$ cat src/rtl/pc_next_sequencer_pkg.sv
// Shared constants and helpers for the PC sequencer and other fetch/DMA address logic.
package pc_next_sequencer_pkg;

    localparam int unsigned SRC_SEQ              = 0;
    localparam logic [31:0] DEFAULT_RESET_VECTOR = 32'h0000_0000;
    localparam int unsigned DEFAULT_STEP         = 4;

    // Width needed to index 'value' items; never less than 1 so ports stay legal.
    function automatic int unsigned clog2(input int unsigned value);
        int unsigned width;
        width = 1;
        while ((32'd1 << width) < value) begin
            width++;
        end
        return width;
    endfunction

endpackage

$ cat src/rtl/return_addr_stack.sv
// Circular return-address stack: a push while full silently overwrites the oldest entry.
module return_addr_stack
    import pc_next_sequencer_pkg::*;
#(
    parameter int unsigned WIDTH     = 32,
    parameter int unsigned RAS_DEPTH = 4
) (
    input  logic             clk,
    input  logic             reset,
    input  logic             push,
    input  logic             pop,
    input  logic [WIDTH-1:0] din,
    output logic [WIDTH-1:0] dout,
    output logic             empty,
    output logic             full,
    output logic             ovf_pulse,
    output logic             unf_pulse
);

    localparam int unsigned PTR_W = clog2(RAS_DEPTH);
    localparam int unsigned CNT_W = clog2(RAS_DEPTH + 1);
    localparam logic [PTR_W-1:0] LAST_PTR  = PTR_W'(RAS_DEPTH - 1);
    localparam logic [CNT_W-1:0] FULL_CNT  = CNT_W'(RAS_DEPTH);

    logic [WIDTH-1:0] entries [RAS_DEPTH];
    logic [PTR_W-1:0] wr_ptr_q, wr_ptr_d, top_ptr;
    logic [CNT_W-1:0] count_q, count_d;
    logic             do_push, do_pop;

    // wr_ptr names the next free slot; the top of stack sits just below it.
    assign top_ptr   = (wr_ptr_q == '0) ? LAST_PTR : wr_ptr_q - 1'b1;
    assign empty     = (count_q == '0);
    assign full      = (count_q == FULL_CNT);
    assign do_pop    = pop && !empty;
    assign do_push   = push && !pop;
    assign ovf_pulse = do_push && full;
    assign unf_pulse = pop && empty;
    assign dout      = entries[top_ptr];

    always_comb begin
        wr_ptr_d = wr_ptr_q;
        count_d  = count_q;
        if (do_pop) begin
            wr_ptr_d = top_ptr;
            count_d  = count_q - 1'b1;
        end else if (do_push) begin
            wr_ptr_d = (wr_ptr_q == LAST_PTR) ? '0 : wr_ptr_q + 1'b1;
            if (!full) begin
                count_d = count_q + 1'b1;
            end
        end
    end

    always_ff @(posedge clk) begin
        if (reset) begin
            wr_ptr_q <= '0;
            count_q  <= '0;
        end else begin
            wr_ptr_q <= wr_ptr_d;
            count_q  <= count_d;
        end
    end

    always_ff @(posedge clk) begin
        if (!reset && do_push) begin
            entries[wr_ptr_q] <= din;
        end
    end

endmodule

$ cat src/rtl/pc_next_sequencer.sv
// Next-PC selection (sequential / targets / return stack) with stall and sticky stack-error flags.
module pc_next_sequencer
    import pc_next_sequencer_pkg::*;
#(
    parameter int unsigned       WIDTH        = 32,
    parameter int unsigned       NSRC         = 4,
    parameter int unsigned       STEP         = DEFAULT_STEP,
    parameter logic [WIDTH-1:0]  RESET_VECTOR = WIDTH'(DEFAULT_RESET_VECTOR),
    parameter int unsigned       RAS_DEPTH    = 4
) (
    input  logic                        clk,
    input  logic                        reset,
    input  logic                        stall,
    input  logic [clog2(NSRC)-1:0]      sel,
    input  logic [(NSRC-1)*WIDTH-1:0]   targets,
    input  logic                        call,
    input  logic                        ret,
    output logic [WIDTH-1:0]            pc,
    output logic                        ras_empty,
    output logic                        ras_full,
    output logic                        ras_overflow,
    output logic                        ras_underflow
);

    localparam int unsigned      SEL_W    = clog2(NSRC);
    localparam logic [SEL_W:0]   NSRC_EXT = (SEL_W + 1)'(NSRC);

    logic [WIDTH-1:0] pc_q, pc_d, seq_pc, target, ras_top;
    logic             sel_valid, push, pop;
    logic             ovf_pulse, unf_pulse;
    logic             ovf_q, unf_q;

    assign seq_pc    = pc_q + WIDTH'(STEP);
    assign sel_valid = (sel != SEL_W'(SRC_SEQ)) && ({1'b0, sel} < NSRC_EXT);
    assign pop       = !stall && ret;
    assign push      = !stall && !ret && call && sel_valid;

    always_comb begin
        target = '0;
        for (int k = 1; k < NSRC; k++) begin
            if (sel == SEL_W'(k)) begin
                target = targets[(k-1)*WIDTH +: WIDTH];
            end
        end
    end

    return_addr_stack #(
        .WIDTH     (WIDTH),
        .RAS_DEPTH (RAS_DEPTH)
    ) u_ras (
        .clk       (clk),
        .reset     (reset),
        .push      (push),
        .pop       (pop),
        .din       (seq_pc),
        .dout      (ras_top),
        .empty     (ras_empty),
        .full      (ras_full),
        .ovf_pulse (ovf_pulse),
        .unf_pulse (unf_pulse)
    );

    // A return on an empty stack falls through to the sequential address.
    always_comb begin
        pc_d = pc_q;
        if (!stall) begin
            if (ret) begin
                pc_d = ras_empty ? seq_pc : ras_top;
            end else if (sel_valid) begin
                pc_d = target;
            end else begin
                pc_d = seq_pc;
            end
        end
    end

    always_ff @(posedge clk) begin
        if (reset) begin
            pc_q  <= RESET_VECTOR;
            ovf_q <= 1'b0;
            unf_q <= 1'b0;
        end else begin
            pc_q  <= pc_d;
            ovf_q <= ovf_q | ovf_pulse;
            unf_q <= unf_q | unf_pulse;
        end
    end

    assign pc            = pc_q;
    assign ras_overflow  = ovf_q;
    assign ras_underflow = unf_q;

endmodule

$ cat config.mk
export PLATFORM = sky130hd
export DESIGN_NAME = pc_next_sequencer
export DESIGN_NICKNAME = d
export VERILOG_FILES = /design/src/rtl/pc_next_sequencer_pkg.sv /design/src/rtl/return_addr_stack.sv /design/src/rtl/pc_next_sequencer.sv
export SDC_FILE = /design/constraint.sdc
export NUM_CORES = 1
export LEC_CHECK = 0
export BUFFER_PORTS_ARGS = -buffer_cell sky130_fd_sc_hd__buf_2
export CORE_UTILIZATION = 48
export DETAILED_ROUTE_END_ITERATION = 7
export GPL_TIMING_DRIVEN = 0
export PLACE_DENSITY = 0.7
export SLEW_MARGIN = 25
export SYNTH_ARGS = -nofsm -noshare
export SYNTH_HDL_FRONTEND = slang
export SYNTH_SLANG_ARGS = --single-unit
$ cat constraint.sdc
create_clock -name clk -period 3 [get_ports clk]
set_input_delay 0.15 -clock clk [delete_from_list [all_inputs] [get_ports clk]]
set_output_delay 0.15 -clock clk [all_outputs]
set_load 0.05 [all_outputs]
* Yosys cells after proc, flatten, opt, wreduce, memory -nomap -nowiden
Memories as Yosys holds them, arrays and structs flattened.
Index checks and enable logic that the tools add are counted.
Widths: inputs -> output; s select.
** Storage, ports and cells
- Memories kept :: 1
- Register bits :: 39
- Bits of input ports :: 103
- Bits in writable memories :: 128
** Cells by class
- Reductions and logical operators :: 19
- Muxes and demuxes :: 15
- $add $sub $neg :: 5
- Bitwise gates (word level) :: 2
- Eq/ne operators :: 6
** Memory list
- u_ras.entries :: depth 4, width 32, rd ports 1, clocked after Yosys merged registers in 0, wr ports 1, RTL line return_addr_stack.sv:25 : logic [WIDTH-1:0] entries [RAS_DEPTH];
** Operator list (count)
- $mux 32 :: 6
- $add 32x3->32 const B :: 1
- $logic_and 1x1->1 :: 9
- $mux 3 :: 3
- $mux 2 :: 4
- $eq 2x2->1 const B :: 3
- $logic_not 1->1 :: 5
- $reduce_bool 2->1 :: 2
- $add 3x1->3 const B :: 1
- $eq 3x3->1 const B :: 1
- $logic_not 3->1 :: 1
- $sub 3x1->3 const B :: 1
- $add 2x1->2 const B :: 1
- $eq 2x1->1 const B :: 1
- $logic_not 2->1 :: 1
- $mux 1 :: 2
- $ne 2x2->1 const B :: 1
- $or 1x1->1 :: 2
- $reduce_and 2->1 :: 1
- $sub 2x1->2 const B :: 1

* Logic depth before layout (Yosys ltp)
Gate-level depths: netlist of the first run.
- Depth after elaboration :: 8
- Gate-level depth with buffers :: 9
- Gate-level depth less buffers :: 8

* Modules after synthesis
A second synthesis of the first run with hierarchy kept.
** Second synthesis, totals
- Cell total of the unflattened synthesis :: 774
- Area total of the unflattened synthesis :: 8707.1 um^2
** Modules (own cells, without submodules)
- return_addr_stack :: instances 1, seq. area each 3943.8 um^2, cells an instance 295, area each 5250.0 um^2
- pc_next_sequencer :: instances 1, seq. area each 680.7 um^2, cells an instance 479, area each 3457.1 um^2

* Worst setup path after synthesis of the first run
Ideal clock, no wire load.
- Path type :: register -> register
- From :: reg u_ras.count_q[2]
- To :: reg u_ras.count_q[1]
- Slack :: 0.099 ns
- Data required time :: 2.914 ns
- Path buffers :: 0
- Data arrival time :: 2.816 ns
- Stages on the path, launching flop included :: 6
- Cells stage by stage :: dfxtp_1 nor3_1 nor3_1 inv_1 fa_1 a211oi_1
** Between the ends
- Cells in the longest elaborated chain, start to end :: 5
** RTL lines
- start: declaration :: RTL line return_addr_stack.sv:27 : logic [CNT_W-1:0] count_q, count_d;
- start signal: assignment :: RTL line return_addr_stack.sv:60 : count_q <= count_d;
- $logic_not 3->1 (*) :: RTL line return_addr_stack.sv:32 : assign empty = (count_q == '0);
- via ras_empty :: RTL line pc_next_sequencer.sv:19 : output logic ras_empty,
- $logic_not 1->1 (*) :: RTL line return_addr_stack.sv:34 : assign do_pop = pop && !empty;
- $logic_and 1x1->1 (*) :: RTL line return_addr_stack.sv:34
- $ne 2x2->1 (no line) or $reduce_bool 2->1 (tied branches)
- $reduce_and 2->1 (no line)
The timed path passes the listed nets; every way through them passes the cells marked *.
A chain may end at the register's enable or synchronous reset.

* Worst setup path in the final report of the first run
- From :: reg u_ras.wr_ptr_q[0]
- To :: reg pc_q[17] (netlist: pc[17])
** Between the ends
- Cells in the longest elaborated chain, start to end :: 5
** RTL lines
- start: declaration :: RTL line return_addr_stack.sv:26 : logic [PTR_W-1:0] wr_ptr_q, wr_ptr_d, top_ptr;
- start signal: assignment :: RTL line return_addr_stack.sv:59 : wr_ptr_q <= wr_ptr_d;
- $sub 2x1->2 or $logic_not 2->1 (tied branches) :: RTL line return_addr_stack.sv:31 : assign top_ptr = (wr_ptr_q == '0) ? LAST_PTR : wr_ptr_q - 1'b1;
- $mux 2 (*) :: RTL line return_addr_stack.sv:31
- $mem_v2 4x32 (*)
- $mux 32 (*) :: RTL line pc_next_sequencer.sv:68 : pc_d = ras_empty ? seq_pc : ras_top;
- $mux 32 (*) :: RTL line pc_next_sequencer.sv:67 : if (ret) begin
- end signal: assignment :: RTL line pc_next_sequencer.sv:83 : pc_q <= pc_d;
- end: declaration :: RTL line pc_next_sequencer.sv:28 : logic [WIDTH-1:0] pc_q, pc_d, seq_pc, target, ras_top;
Every way passes the cells marked *; elsewhere a longest branch is shown, timed or not.

==> results.cfg, run 1 <==
[timing]
fin_skew_ns = 0.009517
finalHoldViolations = 0
slew_violations = 0
tightest_slew_ns = 1.070
min_period_ns = 2.813
setup-violations-final = 0
fmax_ghz = 0.3555
post-route-period-util_pct = 93.75
relSlewSlack_pct = 28.01
grt_setup_unrepaired = false

[placement]
place_area_mm2 = 0.009029
gp_congestion = 0.8919
numPortBuffers = 136
hpwl_um = 16230

[drt]
drt_iter0_markers = 662
vias_per_cell = 6.229
routed_wl_um = 23460
wire_per_inst_um = 23.58
vias = 6198
drtAntennaViolNets = 0
first_pass_iters = 5
drc = 0

[clock_tree]
path_clk_slew_ns = 0.06
cts_sinks = 167
postCtsSetupBuffers = 0
clk_latency_ns = 0.44
cts-root-buf = clkbuf_16
htree_levels = 4
cts_buffers = 17
cts_tree = done
clock_tree.buffer_depth = 2

[flow_run]
drv_cap = 0

[global_routing]
grt_pass1_vias = 6149
grt_pass1_wl_um = 34950
grt_start_max_net_pins = 23
overflow = 0
antenna_found_initial = 0
grt_use_total_pct = 28.91

[critical_path]
crit_family = buffers and inverters
critical_path_arrival_ns = 3.10
startpoint_type = flip-flop
cpPeakStageDelay_ns = 0.54
r2r_cells = 9
end_kind = flip-flop
slowest_stage = mux4_2
path_cells = inv_1 -> ha_1 -> nor2b_1 -> buf_2 -> buf_4 -> buf_4 -> mux4_2 -> a221oi_1 -> a21oi_1
crit_top_cell = buf_4
path_buf_inv = 4
critical_path_depth = 9
cp.required_ns = 3.29
cp_max_fo = 10
path_class = flip-flop to flip-flop

[yosys]
syn_avg_cell_area_um2 = 13.15
synthArstFlopShare_pct = 0
post_synth_num_cell_types = 55
synth_area_mm2 = 0.007993
synth-seq-cells = 167
synth_top_cell_by_area = edfxtp_1
synth_edf_count = 128
syn-num-nets = 717
synth_top_flop_cell = edfxtp_1
synthTopCellsByArea = edfxtp_1, dfxtp_1, mux4_2
seq_area_frac_synth_pct = 57.86
ys_warn_count = 0
syn_inst = 608
yosysTopAreaCellShare_pct = 48.09

[floorplan]
rows = 46
die-area_mm2 = 0.01717
start_util_pct = 49.77
fp.coreArea_mm2 = 0.01606
die_w_um = 131.0
die_y_um = 131.0
io_pins = 139

[final_layout]
nets = 875
syn2layout_area_growth_pct = 19.66
antenna_cells = 0
final_common_cell = buf_2
layout_common_cells = buf_2, edfxtp_1, o21ai_0
fin_area_mm2 = 0.009564
post-route-util_pct = 59.56
layout-drive-gt1-share_pct = 31.07

[pwr]
ir_drop_mv = 0.4757
p_per_area_mw_per_mm2 = 595.4
p_leak_uw = 0.003416

[run_status]
status = finished clean

[min_path]
holdCritPathClass = input pin to flip-flop
min_path_cells = 4
-- logic make-up after synthesis --
| family | share of synthesized area [%] |
|---|---|
| flip-flops | 57.86 |
| AND/OR/NAND/NOR | 7.436 |
| multiplexers | 13.64 |
| adder cells (fa/ha/maj) | 1.033 |
| XOR/XNOR | 2.959 |
| AO/OA/AOI/OAI | 14.03 |
| buffers and inverters | 3.053 |
-- Yosys cell counts (6+ instances only) --
cell	number
edfxtp_1	128
o21ai_0	42
dfxtp_1	39
a21oi_1	37
mux4_2	33
clkbuf_1	30
nor2_1	24
a22oi_1	23
nand2_1	22
mux2_2	21
xnor2_1	20
nand3_1	19
inv_1	16
o2bb2ai_1	12
mux2i_1	11
nor3_1	10
nand4_1	8
a22o_1	7
xor2_1	7
a31oi_1	6
and3_1	6
buf_2	6
-- worst register-to-register path: cells and delay by family, from the launching register on --
family,cells,cell delay [ns]
flip-flops,1,0.42
buffers and inverters,4,0.99
multiplexers,1,0.54
AO/OA/AOI/OAI,2,0.38
AND/OR/NAND/NOR,1,0.10
adder cells (fa/ha/maj),1,0.24
-- state kept, by name, indices dropped and copies added (netlist names) --
name,count
u_ras.wr_ptr_q,2
u_ras.count_q,3
ras_overflow,1
u_ras.entries,128
pc,32
ras_underflow,1
-- report_power, final --
group	internal (uW)	switching, uW	total (uW)	leakage [uW]
combinational	365	666	1030	0.00166
sequential	2580	89.5	2670	0.00150
clock	1120	870	1990	0.000257
total	4070	1630	5690	0.00342
-- what timing repair did --
action,CTS,global route
setup endpoints to repair,8,13
resized for setup,2,3
pin swaps,0,0
hold buffers,0,0
-- layout make-up --
| type | count | area, um^2 |
|---|---|---|
| flip-flops and latches | 167 | 4624 |
| multi-input cells | 381 | 3141 |
| repair buffers | 140 | 760.7 |
| well taps | 216 | 270.3 |
| fillers | 1280 | 6494 |
| clock buffers | 20 | 436.7 |
| inverters | 17 | 63.81 |
| clock inverters | 12 | 86.33 |
| plain buffers | 42 | 181.4 |
-- worst paths after layout --
| kind | startpoint | end | slack, ns |
|---|---|---|---|
| worst min register to register | ras_overflow | ras_overflow | 0.47 |
| worst max register to register | u_ras.wr_ptr_q[0] | pc[17] | 0.19 |
| worst max-delay path | u_ras.wr_ptr_q[0] | pc[17] | 0.19 |
| worst min-delay path | reset | pc[14] | 0.11 |
-- layer usage --
layer | vias up | global-route usage (%) | wire [um] | part of all wire (%)
met1 | 3015 | 37.01 | 9162 | 39
li1 | 2725 | - | - | -
met5 | - | 0 | 0 | 0
met2 | 403 | 46.13 | 11040 | 47
met3 | 55 | 6.963 | 2472 | 11
met4 | 0 | 14.54 | 787 | 3.4
-- per-stage QoR --
step | std cells | setup slack, ns | total power [uW] | hold WS (ns) | setup TNS [ns]
final | 995 | 0.1874 | 5694 | 0.1132 | 0
after global placement | 960 | -0.2712 | 3689 | 0.4474 | -30.80
after global routing | 995 | 0.006715 | 5857 | 0.1508 | 0
after CTS | 996 | 0.01852 | 5679 | 0.1028 | 0
after detailed placement | 964 | -0.3940 | 3727 | 0.4536 | -2.611
after floorplan | 608 | 0.09865 | 3379 | 0.3796 | 0
Note: power is estimated with default switching activity, not from simulation.
==> run 2, diff against run 1 <==
--- a/config.mk
+++ b/config.mk
@@ -6,10 +6,13 @@
 export NUM_CORES = 1
 export LEC_CHECK = 0
 export BUFFER_PORTS_ARGS = -buffer_cell sky130_fd_sc_hd__buf_2
+export CORE_MARGIN = 2
 export CORE_UTILIZATION = 48
 export DETAILED_ROUTE_END_ITERATION = 7
 export GPL_TIMING_DRIVEN = 0
+export HOLD_SLACK_MARGIN = 0.15
 export PLACE_DENSITY = 0.7
+export REMOVE_ABC_BUFFERS = 1
 export SLEW_MARGIN = 25
 export SYNTH_ARGS = -nofsm -noshare
 export SYNTH_HDL_FRONTEND = slang
==> run 2 against run 1 <==
Compared with the run above:
- via count is 3.0% lower
- first-iteration DRC count decreased by 9.7%
- critical path depth shrank 3
- routed wire length fell by 5.6%
- critical path type is now input pin to flip-flop
- utilization down 1.2 points
==> results.cfg, run 2 (synthesis results as in run 1) <==
[drt]
drtAntennaViolNets = 0
drt_iter0_markers = 598
routed_wl_um = 22140
drc = 0
first_pass_iters = 5
wire_per_inst_um = 22.94
vias = 6015
vias_per_cell = 6.233

[global_routing]
grt_start_max_net_pins = 41
grt_use_total_pct = 25.31
grt_pass1_wl_um = 33690
antenna_found_initial = 0
grt_pass1_vias = 6203
overflow = 0

[critical_path]
cp.required_ns = 3.13
path_cells = buf_2 -> nor2_1 -> nand3_1 -> nor2_1 -> and2_2 -> buf_16
slowest_stage = nor2_1
path_class = input pin to flip-flop
cp_max_fo = 25
crit_family = simple AND/OR/NAND/NOR gates
path_buf_inv = 2
crit_top_cell = nor2_1
end_kind = flip-flop
cpPeakStageDelay_ns = 0.93
critical_path_arrival_ns = 3.01
startpoint_type = input pin

[final_layout]
layout-drive-gt1-share_pct = 33.15
final_common_cell = buf_2
antenna_cells = 0
syn2layout_area_growth_pct = 19.76
nets = 841
layout_common_cells = buf_2, edfxtp_1, o21ai_0
largest_reg_flops = 128
fin_area_mm2 = 0.009572
max_flop_register = u_ras.entries
register_area_mm2 = 0.004624
final.fill_count = 1315
multiInputGateArea_mm2 = 0.003161

[clock_tree]
cts_sinks = 167
clk_latency_ns = 0.43
clock_tree.buffer_depth = 2
postCtsSetupBuffers = 0
cts-root-buf = clkbuf_16
cts_buffers = 17
htree_levels = 4
cts_tree = done
path_clk_slew_ns = 0.06

[placement]
hpwl_um = 14470
gp_congestion = 0.7821
place_area_mm2 = 0.009007
numPortBuffers = 138

[timing]
relSlewSlack_pct = 25.47
tightest_slew_ns = 1.114
grt_setup_unrepaired = false
finalHoldViolations = 0
setup-violations-final = 0
post-route-period-util_pct = 95.85
min_period_ns = 2.876
fin_skew_ns = 0.007650
slew_violations = 0
hold_ws_ns = 0.1898
fmax_ghz = 0.3478

[floorplan]
rows = 47
fp.coreArea_mm2 = 0.01641
die-area_mm2 = 0.01770
start_util_pct = 48.72
die_y_um = 133.0
die_w_um = 133.0
io_pins = 139

[pwr]
p_leak_uw = 0.003415
p_per_area_mw_per_mm2 = 600.2
ir_drop_mv = 0.3360

[min_path]
holdCritPathClass = input pin to flip-flop

[flow_run]
drv_cap = 0

[run_status]
status = finished clean
[run 2: cell types whose count changed in the layout (fill, tap and decap cells not counted), moves of 2 or more]
cell and delta:
buf_1 -4, buf_2 -4, buf_16 +4, clkbuf_1 -26, clkinv_1 -4, clkbuf_8 +3, clkbuf_2 -2, nor2b_1 -2
[run 2: report_power, final]
group	leakage, uW	switching (uW)	internal [uW]	total (uW)
combinational	0.00164	632	375	1010
clock	0.000278	858	1200	2060
sequential	0.00150	92.8	2580	2680
[run 2: layer usage]
metal / track usage, % / share of wire (%) / up-vias
met5: 0 / 0 / -
met4: 11.89 / 2.6 / 0
met3: 5.402 / 8.7 / 52
met2: 42.52 / 50 / 360
met1: 31.41 / 39 / 2935
li1: - / - / 2668
[run 2: what timing repair did]
item | 4_1_cts | 5_1_grt
hold endpoints to repair | 0 | 0
endpoints found under the setup margin | 2 | 0
hold buffers | 0 | 0
resized for setup | 1 | 0
[run 2: worst paths after layout]
kind	from	end	slack, ns	depth (start not counted)
min reg2reg	ras_overflow	ras_overflow	0.46	2
max	stall	u_ras.entries[0][21]	0.12	6
max reg2reg	u_ras.wr_ptr_q[0]	pc[19]	0.21	8
min	targets[4]	pc[4]	0.19	4
[run 2: metrics by stage]
stage | setup slack, ns | cells | util, % | total power (uW) | TNS [ns]
2_1_floorplan | -1.512 | 565 | - | 3337 | -39.64
3_5_place_dp | -0.1500 | 933 | 54.90 | 3712 | -3.414
6_report | 0.1244 | 965 | 58.34 | 5745 | 0
5_1_grt | 0.07499 | 965 | 58.34 | 5920 | 0
4_1_cts | 0.1374 | 965 | 58.29 | 5747 | 0
3_3_place_gp | -2.926 | 923 | 53.50 | 3649 | -188.50
[run 2: cell type report]
type                    count  share of cell area, %
clock buffers              24                  5.033
clock inverters             8                 0.7582
inverters                  17                 0.6667
multi-input cells         381                  33.02
flip-flops and latches    167                  48.31
well taps                 220                  2.876
repair buffers            148                  9.333
[run 2: tightest hold or removal path: stages]
cell	delay, ns
buf_2	0.08
a22o_1	0.14
a222oi_1	0.07
a21oi_1	0.14
==> run 3, diff against run 2 <==
--- a/config.mk
+++ b/config.mk
@@ -11,9 +11,10 @@
 export DETAILED_ROUTE_END_ITERATION = 7
 export GPL_TIMING_DRIVEN = 0
 export HOLD_SLACK_MARGIN = 0.15
-export PLACE_DENSITY = 0.7
+export PLACE_DENSITY = 0.72
 export REMOVE_ABC_BUFFERS = 1
 export SLEW_MARGIN = 25
 export SYNTH_ARGS = -nofsm -noshare
 export SYNTH_HDL_FRONTEND = slang
+export SYNTH_HIERARCHICAL = 1
 export SYNTH_SLANG_ARGS = --single-unit
==> constraint.sdc (replaced) <==
create_clock -name clk -period 2.4 [get_ports clk]
set_input_delay 0.12 -clock clk [delete_from_list [all_inputs] [get_ports clk]]
set_output_delay 0.12 -clock clk [all_outputs]
set_load 0.05 [all_outputs]
==> run 3 against run 2 <==
Compared with the run above:
- sequential cell count unchanged
- via count increased by 18%
- design area increased by 11%
- sequential share of layout area shrank 4.8 points
- synthesized area increased by 8.9%
- sequential power grew 24%
- register-to-register slack worse by 0.11 ns
- utilization is 1.1 points higher
- non-clock buffer count grew 25
- synthesized cell count increased by 27%
- global-route usage is 0.32 points higher
- power grew 33%
==> results.cfg, run 3 <==
[yosys]
post_synth_num_cell_types = 71
ys_warn_count = 6
synth_edf_count = 128
syn_inst = 774
synth_fa_ha_area_share_pct = 0.8622
synth_top_cell_by_area = edfxtp_1
yosysMostFrequentCell = edfxtp_1
seq_area_frac_synth_pct = 53.11
synth_top_family_by_area = compound AO/OA/AOI/OAI gates
synth_common_cells = edfxtp_1, nor2_1, a21oi_1, o21ai_0, mux2i_1
synthArstFlopShare_pct = 0
synth_simple_gate_area_share_pct = 13.25
yosys-mux-area-fraction_pct = 10.20
yosysTopAreaCellShare_pct = 44.14
synth_top_flop_cell = edfxtp_1
synth-seq-cells = 167
synth_compound_area_share_pct = 15.63
syn_avg_cell_area_um2 = 11.25
synth_xor_area_share_pct = 3.018
synth_area_mm2 = 0.008707
synthTopCellsByArea = edfxtp_1, dfxtp_1, mux2i_1

[critical_path]
crit_path_start = sel[1]
cp_max_fo = 25
cp.required_ns = 2.53
path_buf_inv = 2
end_kind = flip-flop
cpPeakStageDelay_ns = 0.48
path_cells = clkbuf_4 -> or2_2 -> and3_1 -> nand2b_1 -> nor2_1 -> and2_2 -> buf_12
startpoint_type = input pin
slowest_stage = and2_2
critical_path_arrival_ns = 2.46
timing.rr.start = u_ras/count_q[2]
crit_family = simple AND/OR/NAND/NOR gates
path_class = input pin to flip-flop

[floorplan]
start_util_pct = 48.64
rows = 49
fp.coreArea_mm2 = 0.01790
io_pins = 139
die_y_um = 138.7
die-area_mm2 = 0.01923
die_w_um = 138.7

[timing]
post-route-period-util_pct = 96.81
fmax_ghz = 0.4304
setup-violations-final = 0
min_period_ns = 2.323
finalHoldViolations = 0
fin_tns_setup_ns = 0
fin_skew_ns = 0.008913
tightest_slew_ns = 0.9741
slew_violations = 0
relSlewSlack_pct = 34.99
hold_ws_ns = 0.1462

[drt]
routed_wl_um = 25470
vias = 7092
drt_iter0_markers = 804
drc = 0
first_pass_iters = 5
vias_per_cell = 6.167
drtAntennaViolNets = 0
wire_per_inst_um = 22.15

[run_status]
status = finished clean

[global_routing]
overflow = 0
antenna_found_initial = 0
grt_use_total_pct = 25.62
grt_pass1_wl_um = 37450
grt_pass1_vias = 6629
grt_start_max_net_pins = 50

[final_layout]
layout-drive-gt1-share_pct = 29.21
post-route-util_pct = 59.44
syn2layout_area_growth_pct = 22.20
largest_reg_flops = 128
layout_common_cells = buf_2, edfxtp_1, nor2_1
max_flop_register = u_ras/entries
final.fill_count = 1450
antenna_cells = 0
nets = 1017
final_common_cell = buf_2

[pwr]
p_leak_uw = 0.003924
ir_drop_mv = 0.5573
total_power_uw = 7658
p_per_area_mw_per_mm2 = 719.7

[placement]
gp_congestion = 0.7967
hpwl_um = 15250
numPortBuffers = 138

[min_path]
hp-start = targets[16]
holdCritPathClass = input pin to flip-flop

[clock_tree]
clk_latency_ns = 0.44
cts_tree = done
clock_tree.buffer_depth = 2
htree_levels = 4
path_clk_slew_ns = 0.06
cts_buffers = 17
cts-root-buf = clkbuf_16
cts_sinks = 167

[flow_run]
drv_cap = 0
-- run 3: cell count changes after synthesis, moves of 6 or more --
cell       previous run  this run
nor2_1               24        73
mux2_2               21         8
a211oi_1              5        28
nand2_1              22        35
mux4_2               33        15
o22ai_1               2         8
buf_2                 6        16
buf_4                 3         9
a21oi_1              37        59
o21ai_0              42        49
o2bb2ai_1            12         2
a22oi_1              23         6
mux2i_1              11        46
nor2b_1               4        29
-- run 3: cell families (layout without fill, tap and decap cells) --
family          after synthesis  after routing
fa+ha+maj                     6              6
xor+xnor                     30             30
compound gates              207            207
simple gates                219            219
buf+inv                      76            223
flops                       167            167
mux                          69             69
-- run 3: metal layers --
| layer | global-route usage (%) | wire length, um |
|---|---|---|
| met2 | 40.98 | 11830 |
| met5 | 0 | 0 |
| met1 | 35.34 | 10690 |
| met3 | 5.283 | 2334 |
| met4 | 8.347 | 618 |
-- run 3: metrics by stage --
stage               std cells  worst slack, ns  instance area (um^2)
finish                   1150          0.07666                 10640
global route             1150         -0.02267                 10640
CTS                      1142          -0.1187                 10480
detailed placement       1092           -1.441                  9620
global placement         1082           -4.723                  9407
floorplan                 715           -2.617                  8429
-- run 3: timing repair --
item / in CTS / in global routing
cloned: 1 / 0
buffers inserted: 11 / 7
endpoints found under the hold margin: 4 / 1
pin swaps: 3 / 1
resized for setup: 9 / 21
hold buffers: 6 / 1
setup endpoints to repair: 184 / 152
-- run 3: power by group --
group	leakage [uW]	switching [uW]	internal, uW
Clock	0.000295	1140	1830
Sequential	0.00151	126	3210
Combinational	0.00212	853	496
Total	0.00392	2120	5540
-- run 3: cell type report --
cell class	count	area [um^2]	share of cell area, %
Clock buffer	18	429.2	4.033
Clock inverter	14	206.4	1.940
Inverter	17	71.32	0.6703
Multi-Input combinational cell	531	3876	36.43
Sequential cell	167	4631	43.52
Tap cell	229	286.5	2.693
Timing Repair Buffer	173	1135	10.67
Timing Repair inverter	1	5.005	0.04704
-- run 3: path summary, 6_finish.rpt --
path / end / slack [ns] / cells past startpoint
setup / recovery: u_ras/entries[3][11] / 0.08 / 7
hold / removal: pc[16] / 0.15 / 4
setup reg to reg: pc[28] / 0.10 / 5
hold reg to reg: ras_overflow / 0.47 / 2
-- run 3: worst register-to-register path, stage by stage (launching register included) --
cell,delay (ns)
dfxtp_1,0.45
nor3_4,0.40
buf_4,0.27
clkinvlp_2,0.52
o31ai_1,0.40
a21oi_1,0.10
